**src/rtl/fetch_unit.sv**
```systemverilog
// fetch_unit: instruction fetch stage for the pipelined RISC-V core.
// Owns the fetch PC, issues one-cycle-latency word reads to instruction
// memory, buffers returned words with their PCs in a small prefetch FIFO
// and hands them to decode through a valid/ready handshake. A redirect
// from execute flushes everything buffered or in flight and restarts fetch.
module fetch_unit #(
    parameter int               WIDTH    = 32,
    parameter int               DEPTH    = 4,
    parameter logic [WIDTH-1:0] RESET_PC = '0
) (
    input  logic             clk,
    input  logic             rst,
    output logic             imem_req,
    output logic [WIDTH-1:0] imem_addr,
    input  logic             imem_rvalid,
    input  logic [WIDTH-1:0] imem_rdata,
    input  logic             redirect_en,
    input  logic [WIDTH-1:0] redirect_pc,
    output logic             instr_valid,
    output logic [WIDTH-1:0] instr,
    output logic [WIDTH-1:0] instr_pc,
    input  logic             instr_ready
);

    localparam int               AW        = $clog2(DEPTH);
    localparam logic [AW:0]      DEPTH_CNT = (AW + 1)'(DEPTH);
    localparam logic [WIDTH-1:0] PC_STEP   = WIDTH'(4);

    logic [WIDTH-1:0] fetch_pc;
    logic [WIDTH-1:0] inflight_pc;
    logic             inflight;
    logic             kill;
    logic [AW-1:0]    rd_ptr;
    logic [AW-1:0]    wr_ptr;
    logic [AW:0]      count;
    logic [WIDTH-1:0] fifo_pc    [DEPTH];
    logic [WIDTH-1:0] fifo_instr [DEPTH];

    logic [AW:0]      occupancy;
    logic             req_int;
    logic             push;
    logic             pop;
    logic             unused_pc_bits;

    // The low two bits of a redirect target are dropped (word alignment).
    assign unused_pc_bits = ^redirect_pc[1:0];

    // Request/push/pop decisions and head outputs; buffered plus in-flight
    // words may never exceed the FIFO size, so a response always has room.
    always_comb begin
        occupancy   = count + {{AW{1'b0}}, inflight};
        req_int     = !redirect_en && (occupancy < DEPTH_CNT);
        imem_req    = rst && req_int;
        imem_addr   = rst ? fetch_pc : '0;
        push        = imem_rvalid && inflight && !kill && !redirect_en;
        instr_valid = (count != '0);
        pop         = instr_valid && instr_ready && !redirect_en;
        instr       = instr_valid ? fifo_instr[rd_ptr] : '0;
        instr_pc    = instr_valid ? fifo_pc[rd_ptr]    : '0;
    end

    // Fetch PC, outstanding-request tracking and FIFO bookkeeping; a redirect
    // overrides any simultaneous request, response or pop.
    always_ff @(posedge clk or negedge rst) begin
        if (!rst) begin
            fetch_pc    <= RESET_PC;
            inflight_pc <= '0;
            inflight    <= 1'b0;
            kill        <= 1'b0;
            rd_ptr      <= '0;
            wr_ptr      <= '0;
            count       <= '0;
        end else if (redirect_en) begin
            fetch_pc <= {redirect_pc[WIDTH-1:2], 2'b00};
            kill     <= inflight;
            inflight <= 1'b0;
            rd_ptr   <= '0;
            wr_ptr   <= '0;
            count    <= '0;
        end else begin
            if (req_int) begin
                fetch_pc    <= fetch_pc + PC_STEP;
                inflight    <= 1'b1;
                inflight_pc <= fetch_pc;
                kill        <= 1'b0;
            end else begin
                inflight <= 1'b0;
            end
            if (push) begin
                wr_ptr <= wr_ptr + AW'(1);
            end
            if (pop) begin
                rd_ptr <= rd_ptr + AW'(1);
            end
            case ({push, pop})
                2'b10:   count <= count + (AW + 1)'(1);
                2'b01:   count <= count - (AW + 1)'(1);
                default: count <= count;
            endcase
        end
    end

    // FIFO storage: returned word is written with the PC it was fetched from.
    always_ff @(posedge clk) begin
        if (push) begin
            fifo_pc[wr_ptr]    <= inflight_pc;
            fifo_instr[wr_ptr] <= imem_rdata;
        end
    end

endmodule

```
**config.mk**
```make
export PLATFORM = sky130hd
export DESIGN_NAME = fetch_unit
export DESIGN_NICKNAME = d
export VERILOG_FILES = /design/src/rtl/fetch_unit.sv
export SDC_FILE = /design/constraint.sdc
export NUM_CORES = 1
export LEC_CHECK = 0
export BUFFER_PORTS_ARGS = -buffer_cell sky130_fd_sc_hd__buf_2
export CAP_MARGIN = 10
export CORE_MARGIN = 5
export CORE_UTILIZATION = 25
export DETAILED_ROUTE_END_ITERATION = 16
export HOLD_SLACK_MARGIN = 0.05
export SYNTH_ARGS = -nofsm -noshare
export SYNTH_HDL_FRONTEND = slang
export SYNTH_SLANG_ARGS = --single-unit
```
**constraint.sdc**
```tcl
create_clock -name clk -period 3.3 [get_ports clk]
set_input_delay 0.165 -clock clk [delete_from_list [all_inputs] [get_ports clk]]
set_output_delay 0.165 -clock clk [all_outputs]
set_load 0.03 [all_outputs]
```
==> results, run 1 <==
- The internal portion of the total power is 0.00869 W.
- The fraction of synthesized cell area in xor and xnor cells is 2.03%.
- Of the synthesized area, sequential elements account for 71.1%.
- The share of synthesized registers carrying an async set or reset is 21.8%.
- The startpoint kind of the worst setup timing path is a flop.
- The post-synthesis cell area is 12,900 um^2.
- The combinational family with the most area after synthesis is multiplexers.
- The number of placement rows is 83.
- The most critical setup path has its startpoint at count[1]$_DFFE_PN0P_.
- The flow ran to the end, and the final reports show no timing, DRC or antenna violations.
- The maximum count of clock buffers along a single path is 3.
- Yosys mapped a number of flops with a built-in enable equal to 248.
- The synthesized design spends more area on one cell type than any other, namely edfxtp_1.
- The worst-case vdd ir drop is 332 uV.
- The clock net sink count is 317.
- The routed design has 31,600 um of wire.
- The detail-routed net length per standard cell is 18.7 um.
- The detailed router finished its first iteration with 301 violations.
- The share of synthesized area in the top cell type comes to 57.7%.
- In this run, distinct cell masters in the synthesized netlist total 35.
- The TritonCTS buffer count is 37.
- The class of the worst hold path is primary input to flop.
- The overall die height is 237 um.
- The share of total power dissipated in the clock network is 32.1%.
- In the global route stage, overall resource usage came out at 11.1%.
- The area added between synthesis and finish is 27.9%.
- The end of the worst register-to-register path is fetch_pc[21]$_DFFE_PN0N_.
- The highest fanout seen on the critical path is 66.
- The area of all placed cells without fillers is 16,500 um^2.
- The number of register bits inferred by synthesis is 317.
- The number of detailed-route iterations in the first pass is 4.
- Once the floorplan was initialized, standard cells occupied 25.2% of the core.
- The number of fill cells in the layout is 4,987.
- The startpoint of the lowest-slack register-to-register path is fetch_pc[4]$_DFFE_PN0N_.
- The fraction of power spent switching nets is 32.6%.
- The startpoint identified for the worst hold timing path is imem_rvalid.
- The post-route core utilization is 32.2%.
- The number of warnings printed during yosys synthesis is 0.
- The portion of the clock cycle consumed by the worst path in the final layout is 75.4%.
- The capturing element type of the critical path is a primary output.
- Routability-driven placement finished with a final weighted congestion of 0.732.
- After detailed placement, the total cell area comes to 14,600 um^2.
- STA puts the critical path data required time at 3.13 ns.
- Entering global routing, the biggest net connects 68 pins.
- The half-perimeter wire length of the detailed placement result is 19,800 um.
- The quantity of gates resized following cts is 0.
- The met1 routing resource usage after global routing is 14.9%.
- The max-slew violation total from the final report is 0.
- The mean instance size in the synthesized netlist is 17.4 um^2.
- 167 I/O pins were placed.
- The H-tree depth reported by CTS is 2.
- Global routing consumed, on the met2 layer, 18.1% of the routing resources.
- The adder and majority cell fraction of the synthesized area is 0.640%.
- The clock tree from TritonCTS is built.
- In the routed design, unresolved DRC markers number 0.
- The width of the die is 237 um.
- The worst hold path passes through 4 cells.
- The most used routing layer in global routing is met2.
- The final antenna diode count is 0.
- The wire length of the first global-routing pass is 48,100 um.
- The die covers 56,200 um^2.
- The area of the placeable core is 51,200 um^2.
- In this run the remaining antenna-violating nets after routing total 0.
- The number of global-route vias before repair is 7,822.
- Measured against its own limit, the worst slew margin works out to 37.2%.
- The count of buffers added on input and output ports is 160.
- The routed layout has 7,176 vias.
- The post-route netlist has 33.6% of its cells at a drive strength greater than 1.
- The root cell of the clock tree is clkbuf_16.
- For the worst-skew pair, the clock arrives at the later sink with an insertion delay of 0.53 ns.
- The final standard cell count with taps included and fillers excluded is 1,688.
- In the final design database the tool counted 1,055 nets.
- Sequential cells burn 39.5% of the power.
- Measured in cells, the most critical reg-to-reg path has a length of 5.
- The net switching power figure is 0.00420 W.
- For this run the aggregate overflow at the end of global routing stands at 0.
- The commonest cells after synthesis are edfxtp_1, and2_1, dfrtp_1, mux4_2, nand2_1.
- Summed over all cells, the static leakage comes to 5.95 nW.
- By area the synthesized netlist is led by edfxtp_1, dfrtp_1, mux4_2, and2_1, mux2_2.
- For the final database, setup skew stands at 0.0163 ns.
- The cell count after synthesis is 741.
- The clock-pin slew on the worst setup and hold paths is 0.06 ns.
- The number of max-cap violations is 0.
- Setup repair after global routing left no endpoint under its margin.
- The initial antenna violation count is 1.
- The count of placed standard cells including taps is 1,557.
- The final count of hold timing violations was 0.
- The final setup TNS is 0 ns.
- Multiplexer cells account for 13.9% of the synthesized area.
- The setup check on the worst reg-to-reg path leaves a slack of 0.96 ns.
- The path with the worst hold slack has its endpoint at wr_ptr[1]$_DFFE_PN0P_.
- The endpoint arrival time on the critical path is 2.32 ns.
- The leading register cell type out of synthesis is edfxtp_1.
- The combinational share of power is 28.3%.
- The areal power density over the cells is 782 nW/um^2.
- The number of endpoints failing setup at the final stage is 0.
- The critical path start-end classification is flop to primary output.
- The average via count per standard cell is 4.25.
- After Yosys synthesis, and, or, nand and nor cells account for 8.98% of the synthesized area.
- For this run, global-route usage on met3 was measured as 2.89%.
- edfxtp_1 is the most common cell in the netlist.
- For this run, the top clock speed supported by timing is 402 MHz.
- The transition time of the tightest slew-check pin is 0.942 ns.
- The final period demand of the worst path is 2.49 ns.
- The fraction of the mapped netlist area in compound gates is 1.47%.
## routing by layer
metal | vias up | wire, um
met2 | 221 | 14800
met3 | 43 | 2380
met4 | 0 | 618
li1 | 3298 | -
met1 | 3614 | 13800
met5 | - | 0
## power groups by stage
| stage | Sequential [W] | Clock [W] | Combinational [W] |
|---|---|---|---|
| after floorplan | 0.00503 | 0 | 0.00259 |
| after global placement | 0.00516 | 0 | 0.00369 |
| after global routing | 0.00516 | 0.00443 | 0.00398 |
| after detailed placement | 0.00519 | 0 | 0.00370 |
| after CTS | 0.00511 | 0.00428 | 0.00377 |
| final | 0.00510 | 0.00414 | 0.00365 |
## worst max-delay path, stage by stage, from the launching register on
cell and delay (ns):
dfrtp_1 0.42, or3_2 0.51, buf_4 0.38, and2_1 0.29, buf_2 0.19
## repair_timing
item                                    4_1_cts  5_1_grt
buffers inserted                              0        0
endpoints found under the setup margin        0        0
hold buffers                                 64        0
hold endpoints to repair                    192        0
## cells in the final DEF (no fill, tap or decap), types with 2 or more instances in the layout
master / n
nand3_1: 8
mux2_2: 31
xor2_1: 20
inv_1: 8
clkinv_2: 3
nor3_1: 2
and2_4: 4
a31oi_1: 5
ha_1: 5
nor2_1: 15
buf_12: 8
clkbuf_1: 9
nand2_1: 39
mux2i_1: 4
and3_1: 5
mux4_2: 62
and2_1: 94
dfrtp_1: 67
buf_4: 11
and4_1: 2
clkinv_1: 2
nand3b_1: 2
bufinv_16: 4
edfxtp_1: 248
nand4_1: 18
dlygate4sd3_1: 64
buf_2: 159
or3_1: 5
xnor2_1: 8
inv_6: 3
o21ai_0: 29
clkbuf_16: 39
conb_1: 4
clkinvlp_4: 3
nor4_1: 2
clkinv_4: 3
dfrtp_4: 2
## worst max-delay path by stage
stage                     cells past startpoint                         end  slack, ns
final                                         4                 instr_pc[5]       0.81
after global routing                          4                 instr_pc[5]       0.63
after CTS                                     4                 instr_pc[7]       0.71
after detailed placement                      5    fetch_pc[21]$_DFFE_PN0N_       1.01
after global placement                        5    fetch_pc[21]$_DFFE_PN0N_       0.97
after floorplan                               3  fifo_instr[0][0]$_DFFE_PP_       0.60
## stage by stage
stage	setup WS [ns]	hold WS (ns)	power [W]
global placement	0.974	0.297	0.00884
detailed placement	1.01	0.301	0.00889
floorplan	0.600	-0.131	0.00762
global route	0.634	0.215	0.0136
finish	0.813	0.202	0.0129
CTS	0.714	0.175	0.0132
## final cells by class
class	instances	area, um^2	share of cell area [%]
tap	680	851	5.16
sequential	317	9180	55.7
timing repair buffer	242	1680	10.2
inverter	8	30.0	0.182
clock inverter	18	218	1.32
clock buffer	49	1020	6.20
multi-input combinational	374	3520	21.3
## state kept, by name, summed over array words and instances, names as in the netlist, 2 cells and up
register     flops
count            3
fetch_pc        30
fifo_instr     128
fifo_pc        120
inflight_pc     30
rd_ptr           2
wr_ptr           2
## logic make-up (layout without fill, tap and decap cells)
kind of cell | count (synthesis) | count (layout)
other | 1 | 4
xor gates and xnor gates | 29 | 29
buffers and inverters | 53 | 317
adders and majority gates | 6 | 6
muxes | 98 | 98
and+or+nand+nor | 201 | 201
DFF | 317 | 317
AOI/OAI and AO/OA | 36 | 36
(Power assumes the default switching activity.)
==> run 2, diff against run 1 <==
- ABC_AREA: default -> 1
- clock period: 3.3 -> 2.6 ns (I/O delays scaled with it)
==> results, run 2 <==
- The number of flip-flops in the largest register is 128.
- The initial antenna violation count came to 0.
- Power spread over the standard cell area amounts to 1030 nW/um^2.
- The number of top-level design ports is 167.
- After layout, the minimum clock period comes to 2.41 ns.
- The area added between synthesis and finish is 25.9%.
- The largest registers in the layout are fifo_instr (128), fifo_pc (120).
- The total vias in the final route is 9,842.
- Synthesis handed over a netlist of 1,292 instances.
- The first routing iteration left 529 violations.
- Setup repair after global routing left no endpoint under its margin.
- The width of the die is 243 um.
- The top achievable clock speed is 415 MHz.
- The wire length of the first global-routing pass is 56,100 um.
- The wire-length estimate of the detail-placed layout is 22,300 um.
- The clock passes through at most 3 buffers.
- The portion of the clock cycle consumed by the worst path in the final layout is 92.7%.
- The data required time of the worst path is 2.47 ns.
- Entering global routing, the biggest net connects 73 pins.
- The class of the worst hold path is primary input to asynchronous set/reset pin.
- The library cell contributing the largest single delay on the critical path is dfrtp_2.
- The cell with the most instances after synthesis is nor2_1.
- The die covers 59,300 um^2.
- The Yosys step of the flow raised 0 warnings.
- The average via count per standard cell is 4.40.
- The top cell types in the final layout, fill and taps aside, are nor2_1, edfxtp_1, o21ai_0.
- The initial core utilization is 25.3%.
- The worst-case setup margin in the final layout is 0.190 ns.
- Ranked by total cell area, the synthesized netlist is headed by edfxtp_1, dfrtp_1, nor2_1, o21ai_0, nand2_1.
- The transition time of the tightest slew-check pin is 0.872 ns.
- Walking the worst path, the cells encountered are buf_4, nor2_1, o21ai_0, a21oi_1, buf_2.
- STA puts the critical path data arrival time at 2.28 ns.
- Summed over its instances, the top area cell type makes up 54.7% of the synthesized netlist area.
- The number of global-route vias before repair is 9,836.
- In the final routed layout, each cell accounts on average for 16.2 um.
- Summing the sequential cell areas from Yosys gives 67.3% of the chip area.
- The final-stage net count is 1,589.
- Summed over all instances, the cell type with the most area after synthesis is edfxtp_1.
- After routing, the total negative slack on setup checks comes to 0 ns.
- The detailed route wirelength on metal2 is 16,900 um.
- Each instance of the synthesized netlist takes up on average 10.5 um^2.
- The pre-CTS setup slack is 0.600 ns.
- The final count of hold timing violations is 0.
- The worst-case vdd ir drop is 382 uV.
- After clock tree synthesis, the clock-pin slew on the worst setup and hold paths is 0.06 ns.
- The total grt overflow is 0.
- The H-tree depth reported by CTS is 2.
- The number of buffers inserted by port buffering is 160.
- Between clock sinks in the finished design, the worst skew comes to 0.0199 ns.
- The clock tree from TritonCTS is built.
- The TritonCTS buffer count is 38.
- The number of cells on the worst reg-to-reg path is 8.
- 0 antenna diodes ended up in the layout.
- The capturing element type of the critical path is a primary output.
- The detail route stage leaves a number of antenna-violating nets equal to 0.
- Sorting the synthesized cells by how often they occur yields nor2_1, edfxtp_1, o21ai_0, nand2_1, inv_1.
- The distinct cell type count of the synthesized netlist is 35.
- The leading register cell type out of synthesis is edfxtp_1.
- For this run, design rule violations remaining after detail routing come to 0.
- In this run the tightest slew margin relative to its limit is 41.9%.
- Measured on the finished design, the core utilization comes to 31.8%.
- The number of register bits inferred by synthesis is 317.
- The congestion estimate from routability-driven global placement came to 0.814.
- The total detailed-routing wirelength is 36,200 um.
- The clock drives 317 sinks.
- The largest register by flop count is fifo_instr.
- The final standard cell count with taps included and fillers excluded is 2,239.
- The combined global-route utilization of all metal layers is 11.9%.
- The flow ran to the end, and the final reports show no timing, DRC or antenna violations.
- For the worst-skew pair, the clock arrives at the later sink with an insertion delay of 0.55 ns.
- The met3 layer wire length in the routed design is 2080 um.
- The highest routed metal layer is met4.
- The critical path is of the flop to primary output type.
- The number of enable-type register cells in the synthesized netlist is 248.
- The tool flagged a number of max-cap violations equal to 0.
- The number of endpoints failing setup at the final stage is 0.
- The count of placed standard cells including taps is 2,102.
- STA classifies the critical path startpoint as a flop.
- The maximum single-stage delay on the critical path is 0.41 ns.
- The static leakage is 6.78 nW.
- The post-synthesis cell area is 13,600 um^2.
- The max-slew violation total from the final report is 0.
- The root cell of the clock tree is clkbuf_16.
- The initialized floorplan defines 85 standard-cell rows.
- The highest fanout seen on the critical path is 62.
- The detailed router put a total of 16,500 um of wire on met1.
- The area of the placeable core is 53,900 um^2.
- Measured along the y axis, the die boundary spans 243 um.
- Leaving out fill and tap cells, the most frequent cell in the layout is nor2_1.
- For this run, asynchronously set or reset flops after synthesis account for 21.8%.
- The share of cells above drive strength 1 is 18.2%.
- The first detailed-routing pass ran for 6 iterations.
[run 2: cell count changes in the layout (fill, tap and decap cells not counted), sizes merged, moves of 10 or more]
cell,change
nor2,+289
o21ai,+149
nand2,+140
and2,-99
inv,+77
a21oi,+70
mux4,-62
nand3,+36
mux2,-32
xor2,-15
nand4,-12
nand3b,+10
[run 2: kinds of logic after synthesis]
family                   Yosys count  share of synthesized area (%)
adder cells (fa/ha/maj)            6                          0.606
AO/OA/AOI/OAI                    256                           9.51
XOR/XNOR                           8                          0.570
buffers and inverters            157                           4.84
other                              1                         0.0275
AND/OR/NAND/NOR                  547                           17.1
flip-flops                       317                           67.3
[run 2: metrics by stage]
stage / power (W) / area [um^2] / hold slack (ns)
5_1_grt: 0.0187 / 17200 / 0.239
3_3_place_gp: 0.0125 / 15300 / 0.259
2_1_floorplan: 0.0106 / 13600 / -0.166
3_5_place_dp: 0.0127 / 15300 / 0.261
4_1_cts: 0.0179 / 17200 / 0.186
6_report: 0.0177 / 17200 / 0.191
[run 2: layer usage]
layer	vias to the layer above	GRT usage, %
li1	4807	-
met1	4716	16.0
met2	275	19.6
met3	44	2.62
met4	0	3.04
met5	-	0
[run 2: where the power goes]
part	total [W]	internal [W]	leakage, nW	switching (W)
Clock	0.00509	0.00300	0.586	0.00208
Combinational	0.00560	0.00152	3.10	0.00408
Sequential	0.00697	0.00628	3.10	0.000683
[run 2: final timing paths]
| check | start | to | slack [ns] |
|---|---|---|---|
| min in group clk | redirect_pc[13] | fetch_pc[13]$_DFFE_PN0N_ | 0.34 |
| worst min register to register | inflight_pc[20]$_DFFE_PN0P_ | fifo_pc[0][20]$_DFFE_PP_ | 0.52 |
| max in group asynchronous | rst | rd_ptr[0]$_DFFE_PN0P_ | 1.39 |
| worst max register to register | count[0]$_DFFE_PN0P_ | fetch_pc[3]$_DFFE_PN0N_ | 0.44 |
| worst max-delay path | rd_ptr[1]$_DFFE_PN0P_ | instr_pc[20] | 0.19 |
| worst min-delay path | rst | fetch_pc[8]$_DFFE_PN0N_ | 0.19 |
[run 2: layout make-up]
type	count	area [um^2]
multi-input cells	821	3830
fillers	5406	36800
flip-flops and latches	317	9180
clock buffers	51	1030
clock inverters	18	169
well taps	696	871
repair buffers	250	1750
inverters	86	325
[run 2: critical path, delay by kind of cell, from the launching register on]
kind | cells | cell delay, ns
AO/OA/AOI/OAI | 2 | 0.46
buffers and inverters | 2 | 0.68
flip-flops | 1 | 0.41
AND/OR/NAND/NOR | 1 | 0.18
[run 2: repair_timing]
| action | in CTS | in global routing |
|---|---|---|
| endpoints found under the setup margin | 1 | 0 |
| buffers inserted | 0 | 0 |
| hold buffers | 68 | 0 |
| hold endpoints to repair | 198 | 0 |
| resized for setup | 1 | 0 |
